`src/rtl/div_ctrl.sv`:
```
// rtl/div_ctrl.sv - E-stage radix-2 restoring divider sequencer for DIV/DIVU
//
// Purpose: runs one shift-subtract step per cycle for WIDTH cycles, freezes the
// pipeline through E_div_stall meanwhile, and presents quotient (lo) and
// remainder (hi) in the single DONE cycle where E_div_valid is high.
//
// Ports:
//   clk, rst       rising-edge clock, asynchronous active-high reset
//   E_div_start    valid DIV/DIVU in E this cycle
//   E_div_signed   1 = DIV (signed), 0 = DIVU
//   E_div_a/b      dividend / divisor
//   E_div_cancel   abort any in-flight divide (flush/exception)
//   E_div_stall    freeze request to the hazard unit
//   E_div_valid    lo/hi qualifier, one cycle in DONE
//   E_div_lo/hi    quotient / remainder, held between results
module div_ctrl #(
    parameter int WIDTH = 32
) (
    input  logic             clk,
    input  logic             rst,
    input  logic             E_div_start,
    input  logic             E_div_signed,
    input  logic [WIDTH-1:0] E_div_a,
    input  logic [WIDTH-1:0] E_div_b,
    input  logic             E_div_cancel,
    output logic             E_div_stall,
    output logic             E_div_valid,
    output logic [WIDTH-1:0] E_div_lo,
    output logic [WIDTH-1:0] E_div_hi
);

    localparam int CW = (WIDTH > 1) ? $clog2(WIDTH) : 1;
    localparam logic [CW-1:0] LAST_STEP = CW'(WIDTH - 1);

    typedef enum logic [1:0] {S_IDLE, S_BUSY, S_DONE} state_t;

    state_t           state_q, state_d;
    logic [CW-1:0]    cnt_q, cnt_d;
    logic [WIDTH-1:0] rem_q, rem_d;
    logic [WIDTH-1:0] quo_q, quo_d;
    logic [WIDTH-1:0] dvs_q, dvs_d;
    logic             q_neg_q, q_neg_d;
    logic             r_neg_q, r_neg_d;
    logic [WIDTH-1:0] lo_q, lo_d;
    logic [WIDTH-1:0] hi_q, hi_d;

    // Magnitudes of the operands; negating the most negative value yields the
    // same bit pattern, which is the correct unsigned magnitude 2^(W-1).
    logic [WIDTH-1:0] a_abs, b_abs;
    // One restoring step. The shifted remainder keeps the bit shifted out of
    // the top so the compare never overflows; after a successful subtract the
    // result always fits in WIDTH bits.
    logic [WIDTH:0]   rem_sh;
    logic             rem_ge;
    logic [WIDTH-1:0] rem_n, quo_n;

    always_comb begin
        a_abs  = (E_div_signed && E_div_a[WIDTH-1]) ? -E_div_a : E_div_a;
        b_abs  = (E_div_signed && E_div_b[WIDTH-1]) ? -E_div_b : E_div_b;
        rem_sh = {rem_q, quo_q[WIDTH-1]};
        rem_ge = (rem_sh >= {1'b0, dvs_q});
        rem_n  = rem_ge ? (rem_sh[WIDTH-1:0] - dvs_q) : rem_sh[WIDTH-1:0];
        quo_n  = {quo_q[WIDTH-2:0], rem_ge};
    end

    // State register and datapath flops.
    always_ff @(posedge clk or posedge rst) begin
        if (rst) begin
            state_q <= S_IDLE;
            cnt_q   <= '0;
            rem_q   <= '0;
            quo_q   <= '0;
            dvs_q   <= '0;
            q_neg_q <= 1'b0;
            r_neg_q <= 1'b0;
            lo_q    <= '0;
            hi_q    <= '0;
        end else begin
            state_q <= state_d;
            cnt_q   <= cnt_d;
            rem_q   <= rem_d;
            quo_q   <= quo_d;
            dvs_q   <= dvs_d;
            q_neg_q <= q_neg_d;
            r_neg_q <= r_neg_d;
            lo_q    <= lo_d;
            hi_q    <= hi_d;
        end
    end

    // Next state. Cancel wins over everything, including start.
    always_comb begin
        state_d = state_q;
        if (E_div_cancel) begin
            state_d = S_IDLE;
        end else begin
            case (state_q)
                S_IDLE:  if (E_div_start) state_d = (E_div_b == '0) ? S_DONE : S_BUSY;
                S_BUSY:  if (cnt_q == LAST_STEP) state_d = S_DONE;
                S_DONE:  state_d = S_IDLE;
                default: state_d = S_IDLE;
            endcase
        end
    end

    // Datapath next values; lo/hi only move on entry to DONE.
    always_comb begin
        cnt_d   = cnt_q;
        rem_d   = rem_q;
        quo_d   = quo_q;
        dvs_d   = dvs_q;
        q_neg_d = q_neg_q;
        r_neg_d = r_neg_q;
        lo_d    = lo_q;
        hi_d    = hi_q;
        if (!E_div_cancel) begin
            if (state_q == S_IDLE && E_div_start) begin
                cnt_d   = '0;
                rem_d   = '0;
                quo_d   = a_abs;
                dvs_d   = b_abs;
                q_neg_d = E_div_signed & (E_div_a[WIDTH-1] ^ E_div_b[WIDTH-1]);
                r_neg_d = E_div_signed & E_div_a[WIDTH-1];
                if (E_div_b == '0) begin
                    lo_d = '1;
                    hi_d = E_div_a;
                end
            end else if (state_q == S_BUSY) begin
                cnt_d = cnt_q + 1'b1;
                rem_d = rem_n;
                quo_d = quo_n;
                if (cnt_q == LAST_STEP) begin
                    lo_d = q_neg_q ? -quo_n : quo_n;
                    hi_d = r_neg_q ? -rem_n : rem_n;
                end
            end
        end
    end

    // Outputs. Stall in IDLE is combinational so the start cycle itself freezes.
    always_comb begin
        E_div_stall = 1'b0;
        E_div_valid = 1'b0;
        case (state_q)
            S_IDLE:  E_div_stall = E_div_start & ~E_div_cancel & ~rst;
            S_BUSY:  E_div_stall = ~E_div_cancel & ~rst;
            S_DONE:  E_div_valid = 1'b1;
            default: E_div_stall = 1'b0;
        endcase
        E_div_lo = lo_q;
        E_div_hi = hi_q;
    end

endmodule

```
`config.mk`:
```
export PLATFORM = sky130hd
export DESIGN_NAME = div_ctrl
export DESIGN_NICKNAME = d
export VERILOG_FILES = /design/src/rtl/div_ctrl.sv
export SDC_FILE = /design/constraint.sdc
export NUM_CORES = 1
export LEC_CHECK = 0
export CORE_ASPECT_RATIO = 2
export CORE_MARGIN = 3
export CORE_UTILIZATION = 45
export DETAILED_ROUTE_END_ITERATION = 6
export PLACE_DENSITY = 0.66
export SYNTH_ARGS = -nofsm -noshare
export SYNTH_HDL_FRONTEND = slang
export SYNTH_SLANG_ARGS = --single-unit
```
`constraint.sdc`:
```
create_clock -name clk -period 7.3 [get_ports clk]
set_clock_uncertainty 0.05 [all_clocks]
set_input_delay 1.095 -clock clk [delete_from_list [all_inputs] [get_ports clk]]
set_output_delay 1.095 -clock clk [all_outputs]
set_load 0.01 [all_outputs]
```
Word-level counts from Yosys, hierarchy flattened
Cells that the tools add are included.
Widths: inputs -> output; s select.
- bits in writable memories: 0
- memories: 0
- bits in read-only memories: 0
- logic and storage cells: 67
- output and inout port bits: 66
- flip-flop bits (word level): 169
- latch bits: 0
- bits of input ports: 69
- add/subtract/negate cells: 6
- bitwise operators: 8
- shifts and indexed selects: 0
- $mul: 0
- div/mod/pow operators: 0
- reductions and logical operators: 11
- equality and inequality tests: 6
- multiplexer cells: 26
- order comparisons: 1
- operator list (cell ; count):
    $mux 32 ; 17
    $neg 32->32 ; 4
    $ge 33x32->1 ; 1
    $logic_not 32->1 ; 1
    $sub 32x32->32 ; 1
    $mux 5 ; 2
    $mux 2 ; 4
    $ne 3x3->1 const B ; 2
    $reduce_and 2->1 ; 3
    $add 5x1->5 const B ; 1
    $and 1x1->1 ; 5
    $eq 5x5->1 const B ; 1
    $pmux 2 s2 ; 1
    $reduce_and 4->1 ; 1
    $reduce_bool 2->1 ; 2
    $logic_and 1x1->1 ; 3
    $eq 2x1->1 const B ; 1
    $eq 2x2->1 const B ; 1
    $logic_not 2->1 ; 1
    $ne 2x2->1 const B ; 1
    $not 1->1 ; 2
    $pmux 1 s2 ; 1
    $mux 1 ; 1
    $xor 1x1->1 ; 1

Longest topological paths before layout
Gate-level depths: netlist of run 1.
- word-level depth: 7
- gate-level depth with buffers: 24
- mapped depth without buffers: 19

Least setup slack after synthesis of run 1
Ideal clock, no wire load.
- path type: register to register
- from: register rem_q[11]
- to: register hi_q[26], in the netlist E_div_hi[26]
- period minus slack after synthesis: 4.516 ns
- cell stages (with the launch flop): 24
- path slack: 2.784 ns
- data arrival time: 4.373 ns
- buffers on the path: 5
- library setup time: 0.094 ns
- required time: 7.156 ns
- cell sequence: dfrtp_1 -> ha_1 -> buf_2 -> nand4_2 -> or3_4 -> a2111oi_4 -> a211o_4 -> a21o_1 -> buf_6 -> buf_2 -> buf_4 -> buf_2 -> nor2_1 -> a21oi_1 -> inv_1 -> ha_1 -> inv_1 -> nor2_1 -> a41oi_1 -> nor2_1 -> nand2_1 -> o31ai_1 -> xnor2_1 -> a221oi_2
- word-level cells in the longest chain between the ends: 7
- elaborated cells between the ends (all ways): 8
- those cells by class: 2 x add/sub; 1 x order compare; 5 x mux
- ends and longest elaborated chain (item ; line ; RTL):
    start: declaration ; 39 ; logic [WIDTH-1:0] rem_q, rem_d;
    start signal: assignment ; 81 ; rem_q <= rem_d;
    $sub 32x32->32 / $ge 33x32->1 (equally long branches) ; 62, 61 ;
    $mux 32 * ; 62 ; rem_n = rem_ge ? (rem_sh[WIDTH-1:0] - dvs_q) : rem_sh[WIDTH-1:0];
    $neg 32->32 ; 134 ; hi_d = r_neg_q ? -rem_n : rem_n;
    $mux 32 * ; 134 ;
    $mux 32 * ; 132 ; if (cnt_q == LAST_STEP) begin
    $mux 32 * ; 128 ; end else if (state_q == S_BUSY) begin
    $mux 32 * ; 117 ; if (state_q == S_IDLE && E_div_start) begin
    end signal: assignment ; 87 ; hi_q <= hi_d;
    end: declaration ; 45 ; logic [WIDTH-1:0] hi_q, hi_d;
Every way passes the cells marked *; elsewhere a longest branch is shown, timed or not. The select of a mux whose other input is x is not followed.
A chain may end at the register's enable or synchronous reset.

Worst setup path after layout of run 1
- from: register rem_q[29]
- to: register hi_q[26], in the netlist E_div_hi[26]
- word-level cells in the longest chain between the ends: 7
- ends and longest elaborated chain (item ; line ; RTL):
    $ge 33x32->1 * ; 61 ; rem_ge = (rem_sh >= {1'b0, dvs_q});
    $mux 32 * ; 62 ;
    $neg 32->32 ; 134 ;
    $mux 32 * ; 134 ;
    $mux 32 * ; 132 ;
    $mux 32 * ; 128 ;
    $mux 32 * ; 117 ;
Marked as above.

==> metrics.cfg, run 1 <==
[worst_setup_path]
r2r_cells=17
path_class=flop to flop
ff2ff_setup_slack_ns=1.85
startpoint=rem_q[29]
required_ns=7.61
reg2reg_from=rem_q[29]
path_max_fanout=6
cp.arrival_ns=5.75
r2r_end=E_div_hi[26]
crit_path_start_kind=flop
worst_setup_path_end_kind=flop

[min_path]
min_path_cells=2
hold_path.startpoint=dvs_q[20]
hp-class=flop to flop
whs_endpoint=dvs_q[20]

[global_routing]
grt_pass1_vias=10988
grt-ovfl-total=0
grt_pass1_wl_um=56660
grt_max_degree=100
antenna_found_initial=0
track_usage_pct=24.65

[route]
firstDrtPassIters=5
vias=11209
dr.first_iter.drc_count=668
ant_nets=0
viasPerCell=5.754
post-route-drc-count=0
totalWireLength_um=35370
wl_per_cell_um=18.16

[power]
powerDensity_nw_per_um2=365.3
total_leakage_power_uw=0.005971
ir_drop_mv=0.1898

[clock_tree]
cts_tree=built
clock-sinks=169
cts_max_path_buffers=2
clock_latency_ns=0.44
cts_root_buf=clkbuf_16
cts_resized=0
cts_max_level=4
holdBufCountCts=0
clk_pin_slew_ns=0.07
cts_setup_buffers=0
cts_buffers=17

[synth]
yosysMostFrequentCell=nand2_1
ys_types=90
synth_top_area_share_pct=34.80
synth_async_sr_flop_share_pct=100.0
synth_area_per_cell_um2=8.054
seq_area_frac_synth_pct=34.80
yosysTopAreaCell=dfrtp_1
synthFlopType=dfrtp_1
synth_enable_flop_cells=0
ys_warn_count=0
ys_seq_elements=169
synthTopCellsByCount=nand2_1, o21ai_0, dfrtp_1, nor2_1, a21oi_1
synthCells=1509
synth_nets=1617
synth.area.top_cells=dfrtp_1, o21ai_0, nand2_1
netlist_area_um2=12150

[sta]
worst_slack_ns=1.855
finalCritPeriodShare_pct=74.59
timing.fmax_ghz=0.1836
relSlewSlack_pct=27.76
hold_violations=0
worst_slew_pin_slew_ns=1.084
fin_crit_ns=5.445
slew_violations=0
rsz0062_at_grt=no
setup_viol_count_final=0
fin_setup_tns_ns=0

[cells_and_area]
area.growth.synth_to_final_pct=17.42
final_layout_size_suffix_gt1_share_pct=5.673
final_nets=1699
antenna_cells=0

[floorplanning]
die_h_um=238.4
core_um2=26490
die_w_um=122.2
num_io_pins=135
die-area_um2=29140
rows=84
initial_core_util_pct=45.89

[place]
preCtsSetupSlack_ns=1.416
hpwl_um=27750
gp_congestion=0.9202
port_buffers=134

[run_status]
status=finished, final reports clean

[job]
cap_violations=0

==> registers in the layout, summed over array words and instances (netlist names) <==
| name | count |
|---|---|
| E_div_hi | 32 |
| E_div_lo | 32 |
| dvs_q | 32 |
| quo_q | 32 |
| rem_q | 32 |
| cnt_q | 5 |
| state_q | 2 |
| q_neg_q | 1 |
| r_neg_q | 1 |
==> placed cells by master (no fill, tap or decap), types with 10 or more instances in the layout <==
master	netlist	routed
o31ai_1	26	26
nand3_1	21	21
nor2b_1	10	10
or4_1	15	15
mux2i_1	20	20
buf_4	3	11
nor3_1	21	21
or3_1	23	23
clkdlybuf4s50_1	0	134
inv_1	54	53
xnor2_1	45	45
a211oi_1	11	11
nand2_1	217	217
nor2_1	141	141
clkbuf_16	0	17
o21ai_0	172	172
dfrtp_1	169	169
nor4_1	15	15
o41ai_1	13	13
nand4_1	10	10
a31oi_1	31	31
ha_1	38	38
xor2_1	78	78
a21oi_1	131	131
==> final cells by class <==
cell class | instances | area [um^2]
flip-flops and latches | 169 | 4229
multi-input cells | 1200 | 7366
repair buffers | 146 | 1444
clock inverters | 10 | 118.9
clock buffers | 22 | 464.2
inverters | 57 | 219.0
fillers | 2581 | 12210
well taps | 344 | 430.4
==> worst max-delay path, stage by stage (launching register included) <==
cell and delay (ns):
dfrtp_1 0.40, ha_1 0.35, nand4b_1 0.39, nor4_1 1.02, nand3_1 0.18, o311ai_1 0.34
a21o_2 0.28, mux2i_1 0.35, ha_1 0.29, nand3_1 0.10, a211oi_1 0.24, a41oi_1 0.08
buf_4 0.22, nor2_1 0.19, nand2_1 0.15, o31ai_1 0.33, xnor2_1 0.14, a221oi_2 0.24
==> worst max-delay path by stage <==
stage / end / slack [ns]
3_3_place_gp: E_div_lo[4] / 1.53
5_1_grt: E_div_lo[28] / 1.48
4_1_cts: E_div_hi[26] / 1.79
6_report: E_div_hi[26] / 1.85
2_1_floorplan: E_div_hi[0] / 1.58
3_5_place_dp: E_div_lo[31] / 1.42
==> logic make-up (layout without fill, tap and decap cells) <==
group / after synthesis / in the layout / synth area share [%]
AO/OA/AOI/OAI: 484 / 484 / 25.11
XOR/XNOR: 123 / 123 / 8.864
adder cells (fa/ha/maj): 39 / 39 / 4.077
buffers and inverters: 140 / 235 / 4.787
flip-flops: 169 / 169 / 34.80
multiplexers: 27 / 27 / 2.296
AND/OR/NAND/NOR: 527 / 527 / 20.07
==> per-stage QoR <==
stage	util (%)	cells	area (um^2)	total power (uW)	hold WS (ns)
floorplan	-	1509	12150	3605	0.3998
global placement	51.68	1916	13690	4225	0.4108
detailed placement	51.68	1916	13690	4270	0.4198
CTS	53.88	1948	14270	5199	0.4338
global route	53.88	1948	14270	5625	0.4478
finish	53.88	1948	14270	5213	0.4273
==> layer usage <==
metal / part of all wire [%] / vias to the layer above / GRT usage [%] / routed length (um)
li1: - / 5545 / - / -
met1: 36 / 5265 / 25.33 / 12900
met2: 54 / 301 / 45.99 / 19090
met3: 3.3 / 98 / 3.012 / 1172
met4: 6.3 / 0 / 15.53 / 2213
met5: 0 / - / 0 / 0
==> report_power, final <==
part	leakage [uW]	internal (uW)	switching (uW)	total, uW
Sequential	0.00224	1090	204	1290
Combinational	0.00345	1140	1870	3000
Clock	0.000282	524	392	915
Power figures use the tool's default switching activity.
==> run 2, diff against run 1 <==
==> constraint.sdc (replaced) <==
create_clock -name clk -period 5.5 [get_ports clk]
set_clock_uncertainty 0.05 [all_clocks]
set_input_delay 0.825 -clock clk [delete_from_list [all_inputs] [get_ports clk]]
set_output_delay 0.825 -clock clk [all_outputs]
set_load 0.01 [all_outputs]
==> run 2 against run 1 <==
Effect of this change: sequential power up 33%; sequential cell count is the same; final cell count grew 1.4%.
==> metrics.cfg, run 2 (same netlist as run 1, synthesis figures left out) <==
[clock_tree]
cts_max_level=4  ; unchanged
holdBufCountCts=0  ; unchanged
clock-sinks=169  ; unchanged
cts_tree=built
clk_pin_slew_ns=0.07  ; about the same
cts_buffers=17  ; unchanged
cts_root_buf=clkbuf_16
clock_latency_ns=0.44  ; about the same
cts_setup_buffers=0  ; unchanged
cts_max_path_buffers=2  ; unchanged
cts_resized=0  ; unchanged

[cells_and_area]
area.growth.synth_to_final_pct=19.16
final_common_cell=nand2_1
fin_area_um2=14480  ; +1.5%
mostFrequentLayoutCells=nand2_1, o21ai_0, dfrtp_1
final_layout_size_suffix_gt1_share_pct=6.990  ; +1.3 points
final_core_util_pct=54.68  ; +0.80 points
antenna_cells=0  ; unchanged
final_nets=1727  ; +1.6%

[global_routing]
met1_usage_pct=26.81  ; +1.5 points
met3_usage_pct=3.036  ; +0.024 points
grt_pass1_wl_um=58880  ; +3.9%
grt_pass1_vias=11414  ; +3.9%
antenna_found_initial=0  ; unchanged
grt_most_used_layer=met2
grt_max_degree=115  ; +15%
use_met2_pct=47.36  ; +1.4 points
grt-ovfl-total=0  ; unchanged
track_usage_pct=25.56  ; +0.91 points

[place]
hpwl_um=28450  ; +2.5%
port_buffers=134  ; unchanged
placedInstanceArea_um2=13910  ; +1.6%
gp_congestion=0.9311  ; +1.2%

[route]
totalWireLength_um=36460  ; +3.1%
vias=11420  ; +1.9%
viasPerCell=5.782  ; +0.49%
ant_nets=0  ; unchanged
firstDrtPassIters=5  ; unchanged
dr.first_iter.drc_count=723  ; +8.2%
wl_per_cell_um=18.46  ; +1.7%
post-route-drc-count=0  ; unchanged

[floorplanning]
die_h_um=238.4  ; unchanged
core_um2=26490  ; unchanged
rows=84  ; unchanged
die-area_um2=29140  ; unchanged
die_w_um=122.2  ; unchanged
initial_core_util_pct=45.89  ; unchanged
num_io_pins=135  ; unchanged

[sta]
setup_viol_count_final=0  ; unchanged
finalCritPeriodShare_pct=82.05  ; +7.5 points
slew_violations=0  ; unchanged
timing.fmax_ghz=0.2216  ; +21%
relSlewSlack_pct=28.04  ; +0.28 points
rsz0062_at_grt=no
worst_slew_pin_slew_ns=1.079  ; -0.004217 ns
hold_violations=0  ; unchanged
fin_setup_tns_ns=0  ; unchanged
fin_crit_ns=4.513  ; -0.9325 ns

[worst_setup_path]
slowest_stage=or4_4
path_class=flop to flop
critPathMostFrequentCell=buf_4
worst_setup_path_end_kind=flop
reg2reg_from=rem_q[19]
path_max_fanout=32  ; +26
required_ns=5.81  ; -1.80 ns
ff2ff_setup_slack_ns=0.99  ; -0.87 ns
max_stage_delay_ns=0.57  ; -0.45 ns
crit_path_start_kind=flop
r2r_end=E_div_hi[31]
crit_chain=ha_1 > a21oi_1 > o211ai_1 > a211oi_1 > o311ai_1 > a21o_2 > buf_4 > buf_4 > or4_4 > a211oi_2 > buf_4 > nor3b_1 > nand4b_1 > mux2i_1 > a22oi_1
r2r_cells=15  ; -2
cp.arrival_ns=4.82  ; -0.93 ns

[power]
powerDensity_nw_per_um2=494.2  ; +35%
ir_drop_mv=0.2854  ; +50%
total_leakage_power_uw=0.006103  ; +2.2%

[min_path]
min_path_cells=2  ; unchanged
hp-class=flop to flop
whs_endpoint=dvs_q[25]
hold_path.startpoint=dvs_q[25]

[run_status]
status=finished, final reports clean

[job]
cap_violations=0  ; unchanged

## run 2: cell types whose count changed in the layout (fill, tap and decap cells not counted), sizes merged
cell | before | now
inv | 57 | 56
clkinv | 6 | 4
clkinvlp | 2 | 1
clkbuf | 22 | 24
bufinv | 2 | 3
buf | 12 | 40
## run 2: worst max-delay path, delay by kind of cell (launching register included)
family                     cells  cell delay (ns)
and+or+nand+nor                3             0.90
adders and majority gates      1             0.40
muxes                          1             0.15
DFF                            1             0.43
AOI/OAI and AO/OA              7             1.81
buffers and inverters          3             0.68
## run 2: how the worst max path moves through the flow
stage | cells past startpoint | endpoint | startpoint
2_1_floorplan | 1 | E_div_hi[0] | rst
3_3_place_gp | 15 | E_div_lo[31] | E_div_b[6]
3_5_place_dp | 15 | E_div_lo[29] | E_div_b[6]
4_1_cts | 17 | E_div_hi[30] | rem_q[26]
5_1_grt | 17 | E_div_hi[22] | rem_q[26]
6_report | 15 | E_div_hi[31] | rem_q[19]
## run 2: final cells by class
type	instances	area, um^2
Clock buffer	24	451.7
Clock inverter	7	120.1
Fill cell	2569	12000
Inverter	57	219.0
Multi-Input combinational cell	1200	7366
Sequential cell	169	4229
Tap cell	344	430.4
Timing Repair Buffer	174	1667
## run 2: stage by stage
step                total power (uW)  std cells  setup slack [ns]  hold slack (ns)
global placement                5825       1944            0.8346           0.4108
finish                          7157       1975            0.9872           0.4270
detailed placement              5895       1944            0.7604           0.4203
CTS                             7135       1975             1.012           0.4347
global route                    7721       1975            0.6574           0.4580
floorplan                       4785       1509           0.04991           0.3998
## run 2: power by group
group	internal, uW	switching (uW)	leakage (uW)
registers	1450	262	0.00224
clock network	713	513	0.000272
logic	1630	2590	0.00359
## run 2: layer usage
layer | share of wire, % | up-vias
met5 | 0 | -
li1 | - | 5602
met3 | 3.6 | 111
met4 | 6.3 | 0
met1 | 36 | 5372
met2 | 54 | 335
